File: config.mk
export PLATFORM = sky130hd
export DESIGN_NAME = instr_mem_loader
export DESIGN_NICKNAME = d
export VERILOG_FILES = /design/src/rtl/instr_mem_loader_pkg.sv /design/src/rtl/instr_byte_packer.sv /design/src/rtl/instr_mem_loader.sv
export SDC_FILE = /design/constraint.sdc
export NUM_CORES = 1
export LEC_CHECK = 0
export CAP_MARGIN = 0
export CORE_ASPECT_RATIO = 1.25
export CORE_UTILIZATION = 48
export DETAILED_ROUTE_END_ITERATION = 6
export GPL_TIMING_DRIVEN = 0
export PLACE_DENSITY = 0.77
export SYNTH_ARGS = -nofsm -noshare
export SYNTH_HDL_FRONTEND = slang
export SYNTH_HIERARCHICAL = 1
export SYNTH_SLANG_ARGS = --single-unit
File: constraint.sdc
create_clock -name clk -period 1.73 [get_ports clk]
set_clock_uncertainty 0.2 [all_clocks]
set_input_delay 0.519 -clock clk [delete_from_list [all_inputs] [get_ports clk]]
set_output_delay 0.519 -clock clk [all_outputs]
set_load 0.005 [all_outputs]
File: src/rtl/instr_mem_loader_pkg.sv
// -----------------------------------------------------------------------------
// instr_mem_loader_pkg
//   Shared definitions for the instruction-memory loader. The fetch stage and
//   the top level also pull INSTR_W from here, so the instruction width is
//   declared in exactly one place.
//
//   Contents:
//     BYTES_PER_INSTR  bytes streamed per instruction (big-endian)
//     INSTR_W          instruction width in bits (48)
//     loader_state_t   loader FSM state encoding
// -----------------------------------------------------------------------------
package instr_mem_loader_pkg;

    localparam int BYTES_PER_INSTR = 6;
    localparam int INSTR_W         = BYTES_PER_INSTR * 8;

    typedef enum logic [1:0] {
        ST_IDLE    = 2'd0,
        ST_COLLECT = 2'd1,
        ST_WRITE   = 2'd2,
        ST_DONE    = 2'd3
    } loader_state_t;

endpackage

File: src/rtl/instr_byte_packer.sv
// -----------------------------------------------------------------------------
// instr_byte_packer
//   Assembles one instruction word from a byte stream, first byte ending up in
//   the most significant byte. Keeps a byte counter so the owner knows when
//   the current shift completes a word.
//
//   Ports:
//     clk        in   system clock
//     rst        in   synchronous active-high reset; discards partial word
//     clear      in   restart assembly (new session)
//     shift_en   in   accept byte_in this cycle
//     byte_in    in   8-bit stream byte
//     word_out   out  INSTR_W assembly register
//     last_byte  out  high while the next accepted byte completes a word
// -----------------------------------------------------------------------------
module instr_byte_packer
    import instr_mem_loader_pkg::*;
(
    input  logic               clk,
    input  logic               rst,
    input  logic               clear,
    input  logic               shift_en,
    input  logic [7:0]         byte_in,
    output logic [INSTR_W-1:0] word_out,
    output logic               last_byte
);

    localparam logic [2:0] LAST_IDX = 3'(BYTES_PER_INSTR - 1);

    logic [2:0]         count_q;
    logic [INSTR_W-1:0] word_q;

    assign last_byte = (count_q == LAST_IDX);
    assign word_out  = word_q;

    // Assembly stage: shift left one byte per accepted transfer
    always_ff @(posedge clk) begin
        if (rst) begin
            count_q <= '0;
            word_q  <= '0;
        end else if (clear) begin
            count_q <= '0;
            word_q  <= '0;
        end else if (shift_en) begin
            word_q  <= {word_q[INSTR_W-9:0], byte_in};
            // Wrap the counter on the completing byte so the next word
            // starts at count 0 without needing an extra clear.
            count_q <= last_byte ? 3'd0 : count_q + 3'd1;
        end
    end

endmodule

File: src/rtl/instr_mem_loader.sv
// -----------------------------------------------------------------------------
// instr_mem_loader
//   Loads a program image into the instruction memory from a byte stream.
//   Six big-endian bytes form one 48-bit instruction, written to consecutive
//   word addresses from 0. cpu_hold is ORed into the fetch-stage reset by the
//   top level, so fetch restarts at address 0 only once the image is complete.
//
//   Parameters:
//     ADDR_W       instruction-memory word-address width (depth 2^ADDR_W)
//
//   Ports:
//     clk          in   system clock (same as fetch stage)
//     rst          in   synchronous active-high reset
//     start        in   begin a session (sampled only when idle)
//     num_words    in   instruction count, latched with start
//     byte_valid   in   stream byte available
//     byte_data    in   stream byte
//     byte_ready   out  loader accepts a byte this cycle
//     mem_wren     out  instruction-memory write enable
//     mem_address  out  write word address
//     mem_data     out  write data
//     cpu_hold     out  hold fetch in reset during a session
//     busy         out  loader not idle
//     done         out  one-cycle end-of-session pulse
// -----------------------------------------------------------------------------
module instr_mem_loader
    import instr_mem_loader_pkg::*;
#(
    parameter int ADDR_W = 8
) (
    input  logic               clk,
    input  logic               rst,
    input  logic               start,
    input  logic [ADDR_W:0]    num_words,
    input  logic               byte_valid,
    input  logic [7:0]         byte_data,
    output logic               byte_ready,
    output logic               mem_wren,
    output logic [ADDR_W-1:0]  mem_address,
    output logic [INSTR_W-1:0] mem_data,
    output logic               cpu_hold,
    output logic               busy,
    output logic               done
);

    localparam logic [ADDR_W:0]   MAX_WORDS = {1'b1, {ADDR_W{1'b0}}};
    localparam logic [ADDR_W:0]   ONE_WORD  = (ADDR_W+1)'(1);
    localparam logic [ADDR_W-1:0] ONE_ADDR  = ADDR_W'(1);

    // Limit the session to the memory depth so the address never wraps.
    function automatic logic [ADDR_W:0] sat_words(input logic [ADDR_W:0] req);
        return (req > MAX_WORDS) ? MAX_WORDS : req;
    endfunction

    loader_state_t      state_q;
    loader_state_t      state_d;
    logic [ADDR_W:0]    words_left_q;
    logic [ADDR_W-1:0]  addr_q;
    logic [ADDR_W-1:0]  mem_address_q;
    logic [INSTR_W-1:0] mem_data_q;
    logic [INSTR_W-1:0] word_out;
    logic               last_byte;
    logic               accept_start;
    logic               xfer;
    logic               unused_word_top;

    assign accept_start = (state_q == ST_IDLE) && start;
    assign xfer         = (state_q == ST_COLLECT) && byte_valid;

    // The completed word is captured as {word_out[39:0], byte_data}, so the
    // oldest byte of the packer register is never read here.
    assign unused_word_top = ^word_out[INSTR_W-1:INSTR_W-8];

    instr_byte_packer u_packer (
        .clk       (clk),
        .rst       (rst),
        .clear     (accept_start),
        .shift_en  (xfer),
        .byte_in   (byte_data),
        .word_out  (word_out),
        .last_byte (last_byte)
    );

    always_comb begin
        state_d = state_q;
        unique case (state_q)
            ST_IDLE: begin
                if (start) begin
                    state_d = (sat_words(num_words) == '0) ? ST_DONE : ST_COLLECT;
                end
            end
            ST_COLLECT: begin
                if (byte_valid && last_byte) begin
                    state_d = ST_WRITE;
                end
            end
            ST_WRITE: begin
                state_d = (words_left_q == ONE_WORD) ? ST_DONE : ST_COLLECT;
            end
            ST_DONE: begin
                state_d = ST_IDLE;
            end
            default: begin
                state_d = ST_IDLE;
            end
        endcase
    end

    // Control stage: FSM, address counter and remaining-word counter
    always_ff @(posedge clk) begin
        if (rst) begin
            state_q      <= ST_IDLE;
            words_left_q <= '0;
            addr_q       <= '0;
        end else begin
            state_q <= state_d;
            if (accept_start) begin
                words_left_q <= sat_words(num_words);
                addr_q       <= '0;
            end else if (state_q == ST_WRITE) begin
                words_left_q <= words_left_q - ONE_WORD;
                addr_q       <= addr_q + ONE_ADDR;
            end
        end
    end

    // Write-port stage: latched as the word completes so address and data are
    // valid for the whole WRITE cycle and hold afterwards.
    always_ff @(posedge clk) begin
        if (rst) begin
            mem_address_q <= '0;
            mem_data_q    <= '0;
        end else if (xfer && last_byte) begin
            mem_address_q <= addr_q;
            mem_data_q    <= {word_out[INSTR_W-9:0], byte_data};
        end
    end

    assign mem_address = mem_address_q;
    assign mem_data    = mem_data_q;
    assign byte_ready  = (state_q == ST_COLLECT);
    assign mem_wren    = (state_q == ST_WRITE);
    assign busy        = (state_q != ST_IDLE);
    assign cpu_hold    = (state_q != ST_IDLE);
    assign done        = (state_q == ST_DONE);

endmodule

# Yosys cells after proc, flatten, opt, wreduce, memory -nomap -nowiden
# Index checks and enable logic that the tools add are counted.
# word_totals
word_cells	37
ff_bits	118
out_inout_bits	61
# classes
n_mux	9
magnitude_cmp	1
reduce_logical	10
eq_ne	7
addsub	3
# ops
op	count
9-bit two-way mux	3
9-bit by 1-bit == test with 1-bit output (second input constant)	1
9-bit greater-than comparator (second input constant)	1
9-bit logical NOT	1
9-bit by 1-bit subtractor with 9-bit output (second input constant)	1
8-bit by 1-bit adder with 8-bit output (second input constant)	1
2-bit two-way mux	4
2-bit one-hot mux with 4 select lines	1
2-bit == test (second input constant)	2
1-bit logical AND	4
2-bit nonzero test	2
3-bit by 1-bit adder with 3-bit output (second input constant)	1
3-bit == test (second input constant)	1
3-bit two-way mux	1
2-bit by 1-bit == test with 1-bit output (second input constant)	1
2-bit logical NOT	1
2-bit by 1-bit != test with 1-bit output (second input constant)	1
2-bit != test (second input constant)	1
2-bit AND reduction	1
2-bit OR reduction	1

# Logic depth before layout (Yosys ltp)
# Gate-level depths: netlist (run 1).
# logic_depth
depth_word	6
ltp_mapped	8
mapped_depth_nobuf	6

# Modules after synthesis
# Netlist (run 1), hierarchy kept.
# modules_own_cells
module	cells_per_inst	area_per_inst_um2	n_inst
instr_mem_loader	372	3010.4	1
instr_byte_packer	170	1896.8	1

# Worst setup path before layout (run 1)
# Ideal clock, no wire load.
# synth_path
path_type	input -> register
startpoint	in start
endpoint	reg words_left_q[3]
path_buffers	2
arrival_time_ns	1.463
slack_ns	-0.050
cell_stages	6
path_cell_list	or3b_1 -> buf_2 -> nand2b_2 -> buf_6 -> a21oi_1 -> a22o_2
# synth_between
elab_chain_cells	2
# synth_rtl
element	line_no	source
from (decl)	instr_mem_loader.sv:33	input logic start,
1-bit logical AND (*)	instr_mem_loader.sv:67	assign accept_start = (state_q == ST_IDLE) && start;
9-bit two-way mux / 2-bit nonzero test (equally long branches)	n/a	
to (signal assigned)	instr_mem_loader.sv:118	words_left_q <= sat_words(num_words);
to (signal assigned)	instr_mem_loader.sv:121	words_left_q <= words_left_q - ONE_WORD;
to (decl)	instr_mem_loader.sv:57	logic [ADDR_W:0] words_left_q;
# Every way passes the cells marked *; elsewhere a longest branch is shown, timed or not.
# A chain may end at the register's enable or synchronous reset.

# Worst setup path after layout (run 1)
# layout_path
startpoint	reg state_q[0]
endpoint	out cpu_hold
# layout_between
elab_chain_cells	1
# layout_rtl
element	line_no	source
from (decl)	instr_mem_loader.sv:55	loader_state_t state_q;
from (signal assigned)	instr_mem_loader.sv:116	state_q <= state_d;
2-bit nonzero test	instr_mem_loader.sv:144	assign cpu_hold = (state_q != ST_IDLE);
to (decl)	instr_mem_loader.sv:41	output logic cpu_hold,
# No other way between the ends.

==> flow_summary.ini, run 1 <==
[critical_path]
critical_path_class = reg -> out
cp_common_cell = buf_6
cp-start-kind = register
arrival_ns = 1.33
slowest_stage = dfxtp_2
crit_start = state_q[0]$_SDFFE_PP0P_
crit_fanout = 6
r2r_start = state_q[0]$_SDFFE_PP0P_
cp-endpoint = cpu_hold
ff2ff_setup_slack_ns = -0.23
r2r-end = u_packer/word_out[3]$_SDFFE_PP0P_
cp_cell_sequence = buf_6 > or2_4 > buf_6 > buf_6
end_kind = primary output
rr_worst_depth = 9
slowest_delay_ns = 0.33
required_ns = 1.01

[pwr]
finalPower_mw = 6.77
ir_worst_vdd_uv = 721
p_per_area_nw_per_um2 = 944
power.leakage_nw = 2.83

[clock_tree]
path_clk_slew_ns = 0.05
holdBufCountCts = 0
cts_tree = built
cts_made_buffers = 17
root_buffer = clkbuf_16
cts_buffer_depth = 2
cts_max_level = 4
clock-sinks = 118
clock_latency_ns = 0.42

[timing]
achievable-frequency_mhz = 487
fin_crit_sh_pct = 119
min_period_ns = 2.05
finalSetupViolCount = 106
finalMaxSlewViolations = 0
setup_slack_ns = -0.323
rsz0062_at_grt = true
worstMarginPinSlew_ns = 0.543
finalHoldViolCount = 0
relSlewSlack_pct = 63.8

[die]
fp-row-count = 39
start_util_pct = 50.0
die_h_microns = 112
floorplan.die_area_sq_um = 10100
core_sq_um = 9270
ios = 82
die_x_microns = 89.9

[drt]
drtAntennaViolNets = 0
vias_per_cell = 5.60
drcViolationCount = 0
wl_per_cell_microns = 19.3
dr_total_vias = 4471
dr.first_iter.drc_count = 307
wirelength_microns = 15500
firstDrtPassIters = 5

[synthesis]
yosysWarningCount = 6
syn_area_sq_um = 4640
synthCells = 518
synth_nets = 542
synth_area_per_cell_sq_um = 8.95

[placement]
io_buffer_count = 81
dpl-instance-area_sq_um = 5620
place_congestion = 0.895
hpwl_microns = 7900

[final_layout]
drive_above_1_share_pct = 34.5
syn_to_final_growth_pct = 54.7
fin_nets = 688
design_area_sq_um = 7170
diodes = 0

[global_routing]
grt_util_all_layers_pct = 27.1
grt_max_degree = 17
grt_pass1_wl_microns = 21100
grt_pass1_vias = 4294
grt-ovfl-total = 0
antenna_found_initial = 0

[status]
violations = setup timing
status = finished, violations left

[worst_hold_path]
hold_path.class = reg -> reg

[job]
max_cap_violations = 0
routing by layer:
metal / vias to the layer above / track usage (%) / routed length (microns)
met2: 223 / 47.6 / 8040
met3: 61 / 5.87 / 840
met1: 2159 / 30.6 / 5910
met4: 0 / 14.6 / 670
met5: - / 0 / 0
li1: 2028 / - / -
worst min path at each step:
stage,start,cells after the start,to
4_1_cts,mem_data[29]$_SDFFE_PP0P_,2,mem_data[29]$_SDFFE_PP0P_
5_1_grt,mem_address[3]$_SDFFE_PP0P_,2,mem_address[3]$_SDFFE_PP0P_
2_1_floorplan,u_packer/word_out[32]$_SDFFE_PP0P_,2,mem_data[40]$_SDFFE_PP0P_
6_report,mem_address[3]$_SDFFE_PP0P_,2,mem_address[3]$_SDFFE_PP0P_
3_5_place_dp,mem_data[29]$_SDFFE_PP0P_,2,mem_data[29]$_SDFFE_PP0P_
3_3_place_gp,u_packer/word_out[32]$_SDFFE_PP0P_,2,mem_data[40]$_SDFFE_PP0P_
final cells by class:
cell class                 count  area [sq um]
clock inverter                 3          40.0
sequential                   118          2410
buffer                        36           432
fill                         554          2100
timing repair buffer         128          1280
inverter                       7          31.3
tap                          123           154
clock buffer                  28           517
multi-input combinational    356          2310
cell usage in the layout (no fill, tap or decap), types with 4 or more instances in the layout:
cell type and instances:
buf_6 27, mux2i_4 4, dfxtp_2 28, a21oi_1 50, nand2_2 27, buf_12 11, clkbuf_2 8, nor2_1 54
clkdlybuf4s50_1 18, clkbuf_8 5, clkdlybuf4s15_1 9, buf_4 26, xnor2_1 4, inv_1 4, dlygate4sd2_1 44, clkbuf_1 7
clkbuf_16 20, a21oi_2 18, mux2i_2 10, mux2i_1 26, nand2_1 94, xor2_1 6, buf_8 10, dfxtp_1 87
sequential cells by signal (all words and copies together) (netlist names):
signal / cells
u_packer/count_q: 3
u_packer/word_out: 40
words_left_q: 9
mem_address: 8
state_q: 2
addr_q: 8
mem_data: 48
report_power, final:
| group | internal (mW) | total (mW) | switching (mW) |
|---|---|---|---|
| combinational | 0.342 | 0.643 | 0.301 |
| sequential | 2.75 | 2.79 | 0.0394 |
| clock | 2.15 | 3.34 | 1.19 |
what timing repair did:
| item | in CTS | in global routing |
|---|---|---|
| pin swaps | 70 | 17 |
| resized for setup | 172 | 134 |
| endpoints found under the setup margin | 175 | 131 |
| setup buffers | 22 | 20 |
| gates cloned | 9 | 3 |
through the flow:
step / hold slack, ns / setup TNS (ns) / worst slack (ns) / util [%] / cells
global placement: 0.239 / -79.85 / -0.739 / 60.6 / 722
global route: 0.258 / -19.25 / -0.352 / 77.4 / 799
detailed placement: 0.247 / -80.03 / -0.745 / 60.6 / 722
floorplan: 0.231 / -0.697 / -0.0173 / - / 518
finish: 0.245 / -14.11 / -0.323 / 77.4 / 799
CTS: 0.248 / -5.23 / -0.319 / 72.5 / 784
critical path: cells and delay by family (launching register included):
family | cells | cell delay [ns]
DFF | 1 | 0.33
buffers and inverters | 3 | 0.34
and+or+nand+nor | 1 | 0.25
No activity file was read; power rests on OpenSTA's default activity.
==> run 2: changes to the inputs <==
Settings changed: SKIP_CTS_REPAIR_TIMING set to 1, TNS_END_PERCENT set to 30.
==> flow_summary.ini, run 2 (synthesized netlist as in run 1, its figures left out) <==
[final_layout]
utilization_pct = 70.2
largest_reg_flops = 48
drive_above_1_share_pct = 17.8
final_cell_mix = 123 x nand2_1, 102 x dfxtp_1, 66 x a21oi_1
layout_commonest_cell = nand2_1
fin_nets = 654
design_area_sq_um = 6510
diodes = 0
syn_to_final_growth_pct = 40.4

[global_routing]
grt_util_all_layers_pct = 23.0
grt_pass1_vias = 3810
grt_max_degree = 17
grt-ovfl-total = 0
grt_pass1_wl_microns = 18100
antenna_found_initial = 0

[drt]
firstDrtPassIters = 4
wl_per_cell_microns = 15.4
vias_per_cell = 5.21
drtAntennaViolNets = 0
drcViolationCount = 0
dr.first_iter.drc_count = 212
wirelength_microns = 11800
dr_total_vias = 3983

[die]
ios = 82
die_x_microns = 89.9
fp-row-count = 39
core_sq_um = 9270
start_util_pct = 50.0
die_h_microns = 112
floorplan.die_area_sq_um = 10100

[placement]
preCtsSetupSlack_ns = -0.745
dpl-instance-area_sq_um = 5620
place_congestion = 0.895
io_buffer_count = 81
hpwl_microns = 7900

[critical_path]
critPathBufInv = 5
slowest_stage = dfxtp_2
cp-start-kind = register
slowest_delay_ns = 0.32
required_ns = 1.01
ff2ff_setup_slack_ns = -0.21
arrival_ns = 1.35
end_kind = primary output
rr_worst_depth = 9
crit_fanout = 7
cp_common_cell = buf_6
cp_cell_sequence = buf_6 > buf_6 > nand2b_4 > inv_4 > buf_8 > buf_6
critical_path_class = reg -> out
r2r_start = state_q[1]$_SDFFE_PP0P_
crit_family = buffers and inverters
r2r-end = u_packer/word_out[25]$_SDFFE_PP0P_

[clock_tree]
cts_buffer_depth = 2
cts_tree = built
root_buffer = clkbuf_16
cts_max_level = 4
cts_made_buffers = 17
path_clk_slew_ns = 0.05
clock-sinks = 118
clock_latency_ns = 0.41

[timing]
relSlewSlack_pct = 59.2
finalSetupViolCount = 95
min_period_ns = 2.07
achievable-frequency_mhz = 483
fin_crit_sh_pct = 120
setup_slack_ns = -0.340
worstMarginPinSlew_ns = 0.606
rsz0062_at_grt = true
final.setup.tns_ns = -13.03
finalHoldViolCount = 0
finalMaxSlewViolations = 0

[job]
max_cap_violations = 0

[pwr]
power.leakage_nw = 3.32
finalPower_mw = 6.57
ir_worst_vdd_uv = 740
p_per_area_nw_per_um2 = 1010

[worst_hold_path]
hold_path.class = reg -> reg
whs_path_depth = 2
holdPathEnd = mem_address[3]$_SDFFE_PP0P_
hold_start = mem_address[3]$_SDFFE_PP0P_

[status]
status = finished, violations left
violations = setup timing
[run 2: changes by cell type in the layout (fill, tap and decap cells not counted), sizes merged]
cell | previous run | this run
clkdlybuf4s50 | 18 | 19
dlymetal6s2s | 0 | 57
buf | 78 | 41
clkdlybuf4s15 | 10 | 0
clkbuf | 42 | 41
dlygate4sd2 | 44 | 0
[run 2: worst max-delay path by stage]
stage | startpoint | cells after the start | slack [ns] | end
2_1_floorplan | start | 7 | -0.02 | u_packer/count_q[0]$_SDFFE_PP0P_
3_3_place_gp | rst | 4 | -0.74 | mem_data[9]$_SDFFE_PP0P_
3_5_place_dp | start | 8 | -0.75 | u_packer/count_q[0]$_SDFFE_PP0P_
4_1_cts | state_q[1]$_SDFFE_PP0P_ | 5 | -0.88 | mem_wren
5_1_grt | state_q[1]$_SDFFE_PP0P_ | 6 | -0.37 | mem_wren
6_report | state_q[1]$_SDFFE_PP0P_ | 6 | -0.34 | mem_wren
[run 2: cell type report]
class | instances | area [sq um]
Timing Repair Buffer | 93 | 1040
Clock inverter | 3 | 40.0
Inverter | 7 | 28.8
Clock buffer | 28 | 517
Tap cell | 123 | 154
Sequential cell | 118 | 2380
Buffer | 37 | 327
Multi-Input combinational cell | 356 | 2030
Fill cell | 719 | 2760
[run 2: power by group]
part | leakage, nW | switching (mW) | internal [mW] | total, mW
clock network | 0.274 | 1.13 | 2.15 | 3.28
logic | 2.09 | 0.240 | 0.261 | 0.501
registers | 0.960 | 0.0361 | 2.75 | 2.79
[run 2: metrics by stage]
step,cells,hold WS [ns]
6_report,765,0.248
3_3_place_gp,722,0.239
2_1_floorplan,518,0.231
5_1_grt,765,0.266
4_1_cts,753,0.252
3_5_place_dp,722,0.247
[run 2: tightest hold or removal path, delay by kind of cell (launching register included)]
kind / cells / cell delay (ns)
AO/OA/AOI/OAI: 1 / 0.05
flip-flops: 1 / 0.30
AND/OR/NAND/NOR: 1 / 0.05
[run 2: metal layers]
metal | routed length (microns) | share of wire [%] | global-route usage, % | vias to the layer above
met5 | 0 | 0 | 0 | -
met4 | 255 | 2.2 | 11.1 | 0
met3 | 553 | 4.7 | 5.19 | 25
met2 | 6240 | 53 | 40.5 | 115
met1 | 4710 | 40 | 26.4 | 1886
li1 | - | - | - | 1957
==> run 3: changes to the inputs <==
Settings changed: REMOVE_ABC_BUFFERS set to 1.
==> flow_summary.ini, run 3 (synthesized netlist as in run 1, its figures left out) <==
[timing]
final.setup.tns_ns = -4.77
worstMarginPinSlew_ns = 0.636
finalHoldViolCount = 0
achievable-frequency_mhz = 509
relSlewSlack_pct = 57.2
finalSetupViolCount = 58
rsz0062_at_grt = true
whs_ns = 0.248
finalMaxSlewViolations = 0
fin_crit_sh_pct = 114
setup_slack_ns = -0.235
min_period_ns = 1.97

[pwr]
seqPwrFrac_pct = 43.4
power.leakage_nw = 3.41
switchingPower_mw = 1.48
intPower_mw = 4.93
ir_worst_vdd_uv = 664
p_per_area_nw_per_um2 = 951
clockPowerShare_pct = 48.2
power_frac_comb_pct = 8.4
swShare_pct = 23.1

[global_routing]
grt_pass1_wl_microns = 16000
grt_max_degree = 48
grt-ovfl-total = 0
grt_util_all_layers_pct = 19.9
grt_pass1_vias = 3525
antenna_found_initial = 0

[die]
fp-row-count = 39
core_sq_um = 9270
die_x_microns = 89.9
die_h_microns = 112
start_util_pct = 50.0
ios = 82
floorplan.die_area_sq_um = 10100

[critical_path]
end_kind = primary output
slowest_stage = dfxtp_4
crit_family = flip-flops
critPathBufInv = 2
critical_path_class = reg -> out
crit_fanout = 5
cp-start-kind = register
required_ns = 1.01
arrival_ns = 1.25
ff2ff_setup_slack_ns = -0.13
slowest_delay_ns = 0.35
cp_cell_sequence = buf_12 > or2_4 > buf_6

[final_layout]
fillers = 679
fin_nets = 656
design_area_sq_um = 6740
layout_commonest_cell = nand2_1
diodes = 0
utilization_pct = 72.7
register_area_sq_um = 2390
final_cell_mix = 121 x nand2_1, 102 x dfxtp_1, 60 x a21oi_1
drive_above_1_share_pct = 22.4
multi_input_area_sq_um = 2170
largest_reg_flops = 48
syn_to_final_growth_pct = 45.4
final_cells = 767

[placement]
hpwl_microns = 6190
io_buffer_count = 81
place_congestion = 0.861
placed_cells = 692
dpl-instance-area_sq_um = 5440

[clock_tree]
path_clk_slew_ns = 0.05
cts_tree = built
cts_made_buffers = 17
cts_buffer_depth = 2
clock_latency_ns = 0.41
clock-sinks = 118
root_buffer = clkbuf_16
cts_max_level = 4

[worst_hold_path]
hold_path.class = reg -> reg

[drt]
wl_per_cell_microns = 16.3
dr_total_vias = 4084
vias_per_cell = 5.32
drcViolationCount = 0
drtAntennaViolNets = 0
firstDrtPassIters = 4
dr.first_iter.drc_count = 170
wirelength_microns = 12500

[status]
violations = setup timing
status = finished, violations left

[job]
max_cap_violations = 0
==> run 3: cell types whose count changed in the layout (fill, tap and decap cells not counted), moves of 6 or more <==
| cell | delta |
|---|---|
| buf_6 | -13 |
| clkbuf_1 | -6 |
| or2_4 | +8 |
| a21oi_1 | -6 |
| a21oi_2 | +6 |
| nor2_2 | +6 |
| buf_4 | +11 |
| nor2_1 | -7 |
==> run 3: layout make-up <==
cell class / instances / share of cell area (%)
clock inverter: 9 / 0.798
clock buffer: 22 / 7.03
sequential: 118 / 35.4
multi-input combinational: 364 / 32.2
tap: 123 / 2.28
timing repair buffer: 124 / 21.6
inverter: 7 / 0.649
==> run 3: metal layers <==
layer	vias to the layer above	global-route usage [%]	wire, microns	share of wire, %
met3	20	7.04	616	4.9
met5	-	0	0	0
met2	113	34.9	6500	52
met4	0	7.31	215	1.7
met1	1983	22.1	5140	41
li1	1968	-	-	-
==> run 3: final timing paths <==
check,startpoint,end,cells past startpoint
worst max-delay path,state_q[1]$_SDFFE_PP0P_,busy,3
worst min-delay path,mem_data[43]$_SDFFE_PP0P_,mem_data[43]$_SDFFE_PP0P_,2
worst max register to register,state_q[1]$_SDFFE_PP0P_,u_packer/word_out[3]$_SDFFE_PP0P_,7
worst min register to register,mem_data[43]$_SDFFE_PP0P_,mem_data[43]$_SDFFE_PP0P_,2
==> run 3: tightest hold or removal path: stages, from the launching register on <==
cell and delay, ns:
dfxtp_1 0.30, nand2_1 0.05, a21oi_1 0.05
==> run 3: through the flow <==
step,setup slack (ns),total power [mW]
final,-0.235,6.41
after global routing,-0.281,6.65
after CTS,-0.900,6.31
after detailed placement,-1.24,3.23
after global placement,-4.66,3.22
after floorplan,-2.28,3.07
==> run 3: power groups by stage <==
stage,Combinational [mW],Sequential [mW],Clock (mW)
after floorplan,0.233,2.83,0
after CTS,0.386,2.79,3.14
final,0.537,2.78,3.09
after detailed placement,0.382,2.84,0
after global placement,0.376,2.84,0
after global routing,0.574,2.79,3.29
